File: src/rtl/rf_dump_pkg.sv
// Shared types and constants for the register-file dump streamer.
package rf_dump_pkg;

  typedef enum logic [2:0] {
    StIdle,
    StHdr,
    StIdx,
    StData,
    StFin
  } state_e;

  localparam int unsigned BYTES_PER_REG = 4;
  localparam logic [7:0] SYNC_DEFAULT = 8'hA5;

endpackage

File: src/rtl/rf_dump_ser.sv
// 32-bit to 4-byte little-endian serializer: load captures a word, advance shifts out one byte.
module rf_dump_ser
  import rf_dump_pkg::*;
(
  input  logic        clk,
  input  logic        rst_n,
  input  logic        load,
  input  logic [31:0] load_data,
  input  logic        advance,
  output logic [7:0]  byte_out,
  output logic        last
);

  logic [31:0] sr_q;
  logic [1:0]  cnt_q;

  always_ff @(posedge clk) begin
    if (!rst_n) begin
      sr_q  <= '0;
      cnt_q <= '0;
    end else if (load) begin
      sr_q  <= load_data;
      cnt_q <= '0;
    end else if (advance) begin
      sr_q  <= {8'h00, sr_q[31:8]};
      cnt_q <= cnt_q + 2'd1;
    end
  end

  assign byte_out = sr_q[7:0];
  assign last     = (cnt_q == 2'(BYTES_PER_REG - 1));

endmodule

File: src/rtl/rf_dump.sv
// Streams a sync byte then {index, 4 LE data bytes} for each register in [first_reg, last_reg].
module rf_dump
  import rf_dump_pkg::*;
#(
  parameter logic [7:0] SYNC_BYTE = SYNC_DEFAULT
) (
  input  logic        clk,
  input  logic        rst_n,
  input  logic        start,
  input  logic [4:0]  first_reg,
  input  logic [4:0]  last_reg,
  output logic [4:0]  ra,
  input  logic [31:0] rd,
  output logic [7:0]  out_data,
  output logic        out_valid,
  input  logic        out_ready,
  output logic        busy,
  output logic        done
);

  state_e     state_q, state_d;
  logic [4:0] cur_q, cur_d;
  logic [4:0] last_q, last_d;
  logic       xfer;
  logic       ser_load, ser_adv, ser_last;
  logic [7:0] ser_byte;

  assign xfer = out_valid && out_ready;

  always_ff @(posedge clk) begin
    if (!rst_n) begin
      state_q <= StIdle;
      cur_q   <= '0;
      last_q  <= '0;
    end else begin
      state_q <= state_d;
      cur_q   <= cur_d;
      last_q  <= last_d;
    end
  end

  always_comb begin
    state_d = state_q;
    cur_d   = cur_q;
    last_d  = last_q;
    unique case (state_q)
      StIdle: begin
        if (start) begin
          cur_d   = first_reg;
          last_d  = last_reg;
          state_d = (first_reg <= last_reg) ? StHdr : StFin;
        end
      end
      StHdr:  if (xfer) state_d = StIdx;
      StIdx:  if (xfer) state_d = StData;
      StData: begin
        if (xfer && ser_last) begin
          // Equality test so last_reg == 31 ends the dump instead of wrapping cur to 0.
          if (cur_q == last_q) begin
            state_d = StFin;
          end else begin
            cur_d   = cur_q + 5'd1;
            state_d = StIdx;
          end
        end
      end
      StFin:   state_d = StIdle;
      default: state_d = StIdle;
    endcase
  end

  always_comb begin
    out_valid = 1'b0;
    out_data  = 8'h00;
    ra        = cur_q;
    busy      = 1'b1;
    done      = 1'b0;
    ser_load  = 1'b0;
    ser_adv   = 1'b0;
    unique case (state_q)
      StIdle: begin
        ra   = 5'd0;
        busy = 1'b0;
      end
      StHdr: begin
        out_valid = 1'b1;
        out_data  = SYNC_BYTE;
      end
      StIdx: begin
        out_valid = 1'b1;
        out_data  = {3'b000, cur_q};
        ser_load  = xfer;
      end
      StData: begin
        out_valid = 1'b1;
        out_data  = ser_byte;
        ser_adv   = xfer;
      end
      StFin:   done = 1'b1;
      default: busy = 1'b0;
    endcase
  end

  rf_dump_ser u_ser (
    .clk       (clk),
    .rst_n     (rst_n),
    .load      (ser_load),
    .load_data (rd),
    .advance   (ser_adv),
    .byte_out  (ser_byte),
    .last      (ser_last)
  );

endmodule

File: config.mk
export PLATFORM = sky130hd
export DESIGN_NAME = rf_dump
export DESIGN_NICKNAME = d
export VERILOG_FILES = /design/src/rtl/rf_dump_pkg.sv /design/src/rtl/rf_dump_ser.sv /design/src/rtl/rf_dump.sv
export SDC_FILE = /design/constraint.sdc
export NUM_CORES = 1
export LEC_CHECK = 0
export CAP_MARGIN = 0
export CORE_MARGIN = 2
export CORE_UTILIZATION = 46
export DETAILED_ROUTE_END_ITERATION = 10
export GPL_TIMING_DRIVEN = 0
export PLACE_DENSITY = 0.88
export SKIP_LAST_GASP = 1
export SYNTH_ARGS = -nofsm -noshare
export SYNTH_HDL_FRONTEND = slang
export SYNTH_HIERARCHICAL = 1
export SYNTH_SLANG_ARGS = --single-unit
File: constraint.sdc
create_clock -name clk -period 1.9 [get_ports clk]
set_input_delay 0.38 -clock clk [delete_from_list [all_inputs] [get_ports clk]]
set_output_delay 0.38 -clock clk [all_outputs]
set_load 0.01 [all_outputs]
# Word-level counts from Yosys, hierarchy flattened
# Cells that the tools add are included.
[totals]
register_bits = 47
latch_bits = 0
mem_bits_rw = 0
mem_count = 0
mem_bits_ro = 0
elab_cells = 51
[op_classes]
n_reduce_logical = 11
bitwise = 1
div_mod_pow = 0
n_eq_ne = 11
mux = 20
add_sub_neg = 2
shifts = 0
order_cmp = 1
multipliers = 0
[ops]
columns = ["op", "count"]
rows = [
  ["2-to-1 mux 32 bit", 2],
  ["one-hot mux 8 bit (3 select lines)", 1],
  ["2-to-1 mux 5 bit", 4],
  ["2-to-1 mux 3 bit", 6],
  ["one-hot mux 3 bit (4 select lines)", 1],
  ["!= test 2 bit (second input constant)", 5],
  ["one-hot mux 5 bit (2 select lines)", 1],
  ["AND reduction 4 bit", 2],
  ["equality test 3 x 2 -> 1 bit (second input constant)", 2],
  ["adder 5 x 1 -> 5 bit (second input constant)", 1],
  ["equality test 5 bit", 1],
  ["<= comparator 5 bit", 1],
  ["2-to-1 mux 1 bit", 5],
  ["nonzero test 2 bit", 2],
  ["OR reduction 4 bit", 1],
  ["equality test 3 x 1 -> 1 bit (second input constant)", 1],
  ["equality test 3 bit (second input constant)", 1],
  ["zero test 3 bit", 1],
  ["OR reduction 3 bit", 1],
  ["adder 2 x 1 -> 2 bit (second input constant)", 1],
  ["equality test 2 bit (second input constant)", 1],
  ["logical AND 1 bit", 2],
  ["AND reduction 2 bit", 1],
  ["OR reduction 2 bit", 1],
  ["NOT 1 bit", 1],
]

# Longest topological paths before layout
[depth]
word_depth = 7
mapped_depth = 8
depth_no_buf = 7

# Modules after synthesis
# The synthesis kept the hierarchy.
[modules_own_cells]
columns = ["mod", "n_inst", "cells_per_inst", "area_per_inst_um2"]
rows = [
  ["rf_dump_ser", 1, 158, 1775.5],
  ["rf_dump", 1, 145, 1088.5],
]

# Worst setup path after synthesis
# Ideal clock, no wire load.
[synth_path]
path_type = "register to register"
start = "reg state_q[1]"
end = "reg u_ser.sr_q[10]"
t_arrival_ps = 1674
setup_ps = 116
synth_period_minus_slack_ps = 1790
setup_slack_ps = 110
path_stages_with_launch = 9
path_cell_list = "dfxtp_1 -> buf_2 -> nand3b_1 -> buf_2 -> nor2_1 -> buf_6 -> buf_6 -> mux2_4 -> o211a_1"
[synth_between]
elab_chain_cells = 6
word_cells_on_any_way = 10
cone_classes = "eq/ne (3); mux (4); reduce/logical (3)"
[synth_rtl]
columns = ["element", "line", "source"]
rows = [
  ["start, declared", "rf_dump.sv:21", "state_e state_q, state_d;"],
  ["start signal, assigned", "rf_dump.sv:32", "state_q <= StIdle;"],
  ["start signal, assigned", "rf_dump.sv:36", "state_q <= state_d;"],
  ["equality test 3 x 2 -> 1 bit or equality test 3 x 1 -> 1 bit (tied branches)", "rf_dump.sv:80", "unique case (state_q)"],
  ["OR reduction 3 bit (no source line)", "-", ""],
  ["2-to-1 mux 1 bit", "rf_dump.sv:80", ""],
  ["logical AND 1 bit", "rf_dump.sv:28", "assign xfer = out_valid && out_ready;"],
  ["2-to-1 mux 1 bit (*)", "rf_dump.sv:80", ""],
  ["via ser_adv", "rf_dump.sv:25", "logic ser_load, ser_adv, ser_last;"],
  ["nonzero test 2 bit (no source line) (*)", "-", ""],
  ["end signal, assigned", "rf_dump_ser.sv:22", "sr_q <= load_data;"],
  ["end signal, assigned", "rf_dump_ser.sv:25", "sr_q <= {8'h00, sr_q[31:8]};"],
  ["end, declared", "rf_dump_ser.sv:14", "logic [31:0] sr_q;"],
]
# The timed path passes the listed nets; every way through them passes the cells marked *.
# A chain may end at the register's enable or synchronous reset.

# Final worst setup path
[layout_path]
start = "reg state_q[0]"
end = "out out_data[0]"
[layout_between]
elab_chain_cells = 2
word_cells_on_any_way = 4
cone_classes = "eq/ne (3); mux (1)"
[layout_rtl]
columns = ["element", "line", "source"]
rows = [
  ["equality test 3 x 2 -> 1 bit or equality test 3 x 1 -> 1 bit (tied branches)", "rf_dump.sv:80", ""],
  ["one-hot mux 8 bit (3 select lines) (*)", "rf_dump.sv:80", ""],
  ["end, declared", "rf_dump.sv:14", "output logic [7:0] out_data,"],
]
# Every way passes the cells marked *; elsewhere a longest branch is shown, timed or not.

==> results.py <==
metrics = {
    "outcome": {
        "status": "complete, no violations",
    },
    "detailed_routing": {
        "avgViaCountPerCell": 5.36,
        "wl_per_cell_um": 15.4,
        "drtIter0Drc": 138,
        "drtAntennaViolNets": 0,
        "drc_errors": 0,
        "dr.pass1.iters": 4,
        "vias": 2451,
        "wirelength_um": 7030,
    },
    "sta": {
        "drv_slew": 0,
        "finalClockSkew_ps": 9.89,
        "setup_violations": 0,
        "period_needed_ps": 1880,
        "worstMarginPinSlew_ps": 442,
        "finalHoldViolCount": 0,
        "fin_crit_sh_pct": 99.2,
        "rsz0062_at_grt": "yes",
        "slew_headroom_pct": 70.5,
        "fin_ws_ps": 15.9,
        "max_clock_freq_ghz": 0.531,
    },
    "logic_synthesis": {
        "synth_edf_count": 0,
        "synth_nets": 356,
        "synth_most_common_cell": "dfxtp_1",
        "syn_inst": 303,
        "ys_seq_area_share_pct": 32.9,
        "yosysWarningCount": 6,
        "yosys-top-cells-count": "47 x dfxtp_1, 24 x o211a_1, 23 x nand2b_1",
        "synthTopCellsByArea": "dfxtp_1 33%, mux2_4 10%, o211a_1 8.4%, nand2b_1 5.0%, nor2b_1 3.3%",
        "netlist_area_mm2": 0.00286,
        "synth_top_area_share_pct": 32.9,
        "synth_top_cell_by_area": "dfxtp_1",
        "synth_ff_type": "dfxtp_1",
        "yosysUniqueCellTypes": 39,
        "syn_area_per_cell_um2": 9.45,
        "postSynthRegisterBits": 47,
        "async_flop_share_pct": 0,
    },
    "grt": {
        "overflow": 0,
        "grt_max_degree": 20,
        "grt_pass1_vias": 2368,
        "grt_util_all_layers_pct": 20.0,
        "antenna_found_initial": 0,
        "grt_pass1_wl_um": 11400,
    },
    "setup_path": {
        "rr_worst_depth": 8,
        "worstPathArrival_ps": 1500,
        "r2r-end": "u_ser/sr_q[13]",
        "cp_max_fo": 10,
        "start_kind": "flip-flop",
        "required_ps": 1520,
        "startpoint": "state_q[0]",
        "endpoint_kind": "output port",
        "crit_end": "out_data[0]",
        "r2r_setup_slack_ps": 40,
        "r2r-start": "state_q[0]",
        "criticalPathCategory": "reg2out",
    },
    "finish": {
        "fin_util_pct": 64.2,
        "layout.nets": 434,
        "fin_cells": 457,
        "area_growth_pct": 33.5,
        "drive_gt1_share_pct": 24.1,
        "n_antenna_cell": 0,
    },
    "worst_hold_path": {
        "min_path_type": "in2reg",
    },
    "cts": {
        "insertion_delay_ps": 300,
        "cts-htree-levels": 2,
        "clk_pin_slew_ps": 90,
        "cts_tree": "built",
        "cts-root-buf": "clkbuf_8",
        "clockBufferDepth": 2,
        "cts_buffers": 5,
        "hold_buffers": 0,
        "cts.sinks": 47,
    },
    "power_and_ir_drop": {
        "ir_drop_v": 0.000394,
        "p_leak_nw": 1.82,
        "total_power_mw": 2.87,
        "p_per_area_mw_per_mm2": 750,
    },
    "floorplanning": {
        "die_w_um": 82.9,
        "coreArea_mm2": 0.00596,
        "die_y_um": 82.9,
        "num_rows": 28,
        "io_pins": 62,
        "start_util_pct": 48.1,
        "die_area_mm2": 0.00687,
    },
    "place": {
        "place_ws_ps": -392,
        "routabilityCongestion": 0.837,
        "dp_hpwl_um": 5080,
        "dp_cells": 439,
        "portBuffers": 61,
    },
    "flow_run": {
        "drv_cap": 0,
    },
}
cell families after synthesis:
| logic type | after synthesis | synth area share, % |
|---|---|---|
| compound gates | 61 | 17.1 |
| xor+xnor | 7 | 2.14 |
| fa+ha+maj | 7 | 3.06 |
| buf+inv | 40 | 7.99 |
| flops | 47 | 32.9 |
| mux | 34 | 15.6 |
| simple gates | 107 | 21.3 |
report_power, final:
group / internal [mW] / switching, mW
registers: 1.06 / 0.0716
logic: 0.458 / 0.398
clock network: 0.525 / 0.353
total: 2.04 / 0.822
registers in the layout (all words and copies together) (netlist names):
register     count
cur_q            5
u_ser/cnt_q      2
last_q           5
u_ser/sr_q      32
state_q          3
repair_timing:
| item | CTS | global route |
|---|---|---|
| gates resized for setup | 37 | 33 |
| hold endpoints to repair | 0 | 0 |
| setup buffers | 6 | 5 |
| setup endpoints to repair | 48 | 44 |
| pin swaps | 2 | 7 |
layout by cell type, fill, tap and decap left out, types with 3 or more instances in the layout:
master,instances
a21boi_1,9
a21oi_1,6
a21oi_2,3
and2_1,3
buf_2,5
buf_4,22
buf_6,4
clkbuf_1,3
clkbuf_2,9
clkbuf_4,3
clkbuf_8,6
clkdlybuf4s50_1,44
dfxtp_1,45
dlygate4sd2_1,6
ha_1,7
inv_1,9
mux2_2,5
mux2_4,20
mux2i_1,9
nand2_1,21
nand2b_1,23
nand3_1,5
nor2_1,12
nor2b_1,15
nor3_1,5
o211a_1,24
o211ai_1,3
o21ai_0,7
or2b_1,5
or3b_1,9
xnor2_1,7
through the flow:
stage	cell area (µm²)	TNS [ps]	hold slack, ps
floorplan	2860	0	465
global placement	3570	-11090	478
detailed placement	3570	-13230	503
CTS	3760	-488	530
global route	3820	-421	421
finish	3820	0	403
metal layers:
| metal | routed length (µm) | vias up | part of all wire, % | track usage, % |
|---|---|---|---|---|
| li1 | - | 1202 | - | - |
| met1 | 3070 | 1154 | 44 | 24.6 |
| met2 | 3500 | 85 | 50 | 35.3 |
| met3 | 378 | 10 | 5.4 | 4.67 |
| met4 | 82 | 0 | 1.2 | 4.62 |
| met5 | 0 | - | 0 | 0 |
critical path: stages, from the launching register on:
cell	delay [ps]
dfxtp_2	320
buf_6	120
buf_4	130
clkbuf_8	160
nand2_1	80
nor2_1	40
nor3_1	180
clkbuf_2	170
how the worst min path moves through the flow:
stage / from / endpoint / slack [ps] / cells after the start
after floorplan: u_ser/cnt_q[1] / u_ser/cnt_q[1] / 460 / 2
after global placement: u_ser/cnt_q[1] / u_ser/cnt_q[1] / 480 / 2
after detailed placement: u_ser/cnt_q[0] / u_ser/cnt_q[0] / 500 / 2
after CTS: u_ser/cnt_q[0] / u_ser/cnt_q[0] / 530 / 2
after global routing: last_reg[1] / last_q[1] / 420 / 3
final: last_reg[1] / last_q[1] / 400 / 3
final cells by class:
class                   instances  area (µm²)
flip-flops and latches         47         943
clock buffers                   5        68.8
plain buffers                  30         239
repair buffers                 72         643
multi-input cells             216        1730
clock inverters                 3        67.6
inverters                       9        33.8
fillers                       504        2130
well taps                      75        93.8
Power figures use the tool's default switching activity.
==> variant, RTL diff (same settings) <==
Make the reset (`rst_n`) asynchronous in 2 clocked blocks.
--- a/src/rtl/rf_dump_ser.sv
+++ b/src/rtl/rf_dump_ser.sv
@@ -14,7 +14,7 @@
   logic [31:0] sr_q;
   logic [1:0]  cnt_q;
 
-  always_ff @(posedge clk) begin
+  always_ff @(posedge clk or negedge rst_n) begin
     if (!rst_n) begin
       sr_q  <= '0;
       cnt_q <= '0;
--- a/src/rtl/rf_dump.sv
+++ b/src/rtl/rf_dump.sv
@@ -27,7 +27,7 @@
 
   assign xfer = out_valid && out_ready;
 
-  always_ff @(posedge clk) begin
+  always_ff @(posedge clk or negedge rst_n) begin
     if (!rst_n) begin
       state_q <= StIdle;
       cur_q   <= '0;
Formal check against the unedited RTL: differs if rst_n is asserted again (counterexample within 4 cycles, from zero or initial values and one cycle with rst_n low); with rst_n held inactive, the same outputs for 10 cycles.
==> variant against the unedited design <==
  * The flow now finishes with violations (negative setup slack)
  * Via count down 1.5%
  * Setup slack worse by 0.057 ns
  * Register-to-register slack about the same
  * Sequential cell count stayed put
  * Design area down 2.7%
  * Area after synthesis decreased by 4.2%
  * Hold slack worse by 0.39 ns
  * Wire length down 3.9%
  * Utilization decreased by 0.62 points
Power is not compared: it rests on default switching activity, and its combinational part moved more than twofold at a synthesized area within 25%.
==> variant: results (changes against the unedited design) <==
run status=complete, but fails checks; failing checks=negative setup slack; first-pass GRT wire length=10700 µm (-6.4%); Synth Area per Inst=9.49 µm² (+0.40%); final net count=423 (-2.5%); GR met2 Demand/Resource=0.355 (+0.00191); number of detailed-routing iterations run before antenna repair=5 (+1); number of resized instances in the post-cts repair step=42 (+14%); met2 wirelength from detailed routing=3450 µm (-1.2%); post-synth cell types=43 (+10%); met1 capacity usage during global routing=0.281 (+0.0356); vias in the first global route=2333 (-1.5%); Total Routing Usage GR=0.212 (+0.0126); total routed wirelength=6760 µm (-3.9%); Worst Path Max Fanout=10 (unchanged); dpl ws=-0.347 ns (+0.0451 ns); Setup-failing EPs final=3 (+3); M1 wire length=2900 µm (-5.6%); type of the worst min-delay path=in -> async; largest stage delay on the critical path=0.37 ns (+0.05 ns); Met3 Routed Length=351 µm (-7.1%); number of placed instances, taps included=426 (-3.0%); Slew headroom=0.700 (-0.00475); Synthesized Nets=342 (-3.9%); fraction of registers with async set/reset=1.00 (+1.00); Setup TNS=-0.0718 ns (-0.0718 ns); met3 Resource Use GR=0.0356 (-0.0112); Layout Cell Area excl Fill=3720 µm² (-2.7%); hpwl dp=4860 µm (-4.3%); x dimension of the die=81.2 µm (-2.0%); mean routed wirelength per cell=15.1 µm (-1.5%); Avg Vias per Cell=5.41 (+0.96%); Synth top cells by count=sky130_fd_sc_hd__dfrtp_1, sky130_fd_sc_hd__nand2_1, sky130_fd_sc_hd__mux2i_1; power per cell area=between 1500 and 2000 nW/µm²; worst-path cell with the longest stage delay=sky130_fd_sc_hd__dfrtp_1; number of DRC markers in iteration 0=227 (+64%); Setup WS post-layout=-0.0410 ns (-0.0569 ns); maximum number of pins on one net before global-route repair=31 (+55%); top cells by area in the synthesized netlist=sky130_fd_sc_hd__dfrtp_1, sky130_fd_sc_hd__mux2i_1, sky130_fd_sc_hd__nand2_1; total of fill cells in the finished design=464 (-7.9%); routability congestion estimate from global placement=0.860 (+2.8%); layout cell share with drive strength beyond 1=0.208 (-0.0333); part of the Yosys area used for sequential elements=0.429 (+0.100); cell area after placement=3460 µm² (-3.0%); Fin Clk Skew=0.00864 ns (-0.00125 ns)
-- variant: cell count changes in the layout (fill, tap and decap cells not counted), moves of 9 or more --
cell	change
sky130_fd_sc_hd__a21boi_1	-9
sky130_fd_sc_hd__dfrtp_1	+46
sky130_fd_sc_hd__dfxtp_1	-45
sky130_fd_sc_hd__mux2_4	-19
sky130_fd_sc_hd__mux2i_1	+19
sky130_fd_sc_hd__nand2_1	+21
sky130_fd_sc_hd__nand2b_1	-15
sky130_fd_sc_hd__nor2b_1	-11
sky130_fd_sc_hd__o211a_1	-24
sky130_fd_sc_hd__o21ai_1	+21
sky130_fd_sc_hd__or3b_1	-9
-- variant: logic make-up (layout without fill, tap and decap cells) --
kind of cell | count (synthesis) | count (layout) | synth area share
simple gates | 90 | 90 | 0.158
fa+ha+maj | 7 | 7 | 0.0319
xor+xnor | 7 | 7 | 0.0224
flops | 47 | 47 | 0.429
mux | 34 | 34 | 0.128
buf+inv | 40 | 122 | 0.0894
compound gates | 64 | 64 | 0.141
-- variant: path summary, 6_finish.rpt --
kind                             from        endpoint  slack [ns]  cells after the start
min in group clk            last_q[3]       last_q[3]        0.53                      1
setup reg to reg           state_q[2]  u_ser/sr_q[31]        0.04                      7
setup / recovery           state_q[0]     out_data[4]       -0.04                      5
hold / removal                  rst_n   u_ser/sr_q[5]        0.02                      1
hold reg to reg             last_q[3]       last_q[3]        0.53                      1
max in group asynchronous       rst_n  u_ser/sr_q[30]        1.38                      2
-- variant: area by class of cell --
type / instances / share of cell area
sequential: 47 / 0.317
inverter: 13 / 0.0131
multi-input combinational: 202 / 0.370
clock buffer: 6 / 0.0222
clock inverter: 2 / 0.00437
timing repair buffer: 75 / 0.189
buffer: 26 / 0.0596
tap: 75 / 0.0252
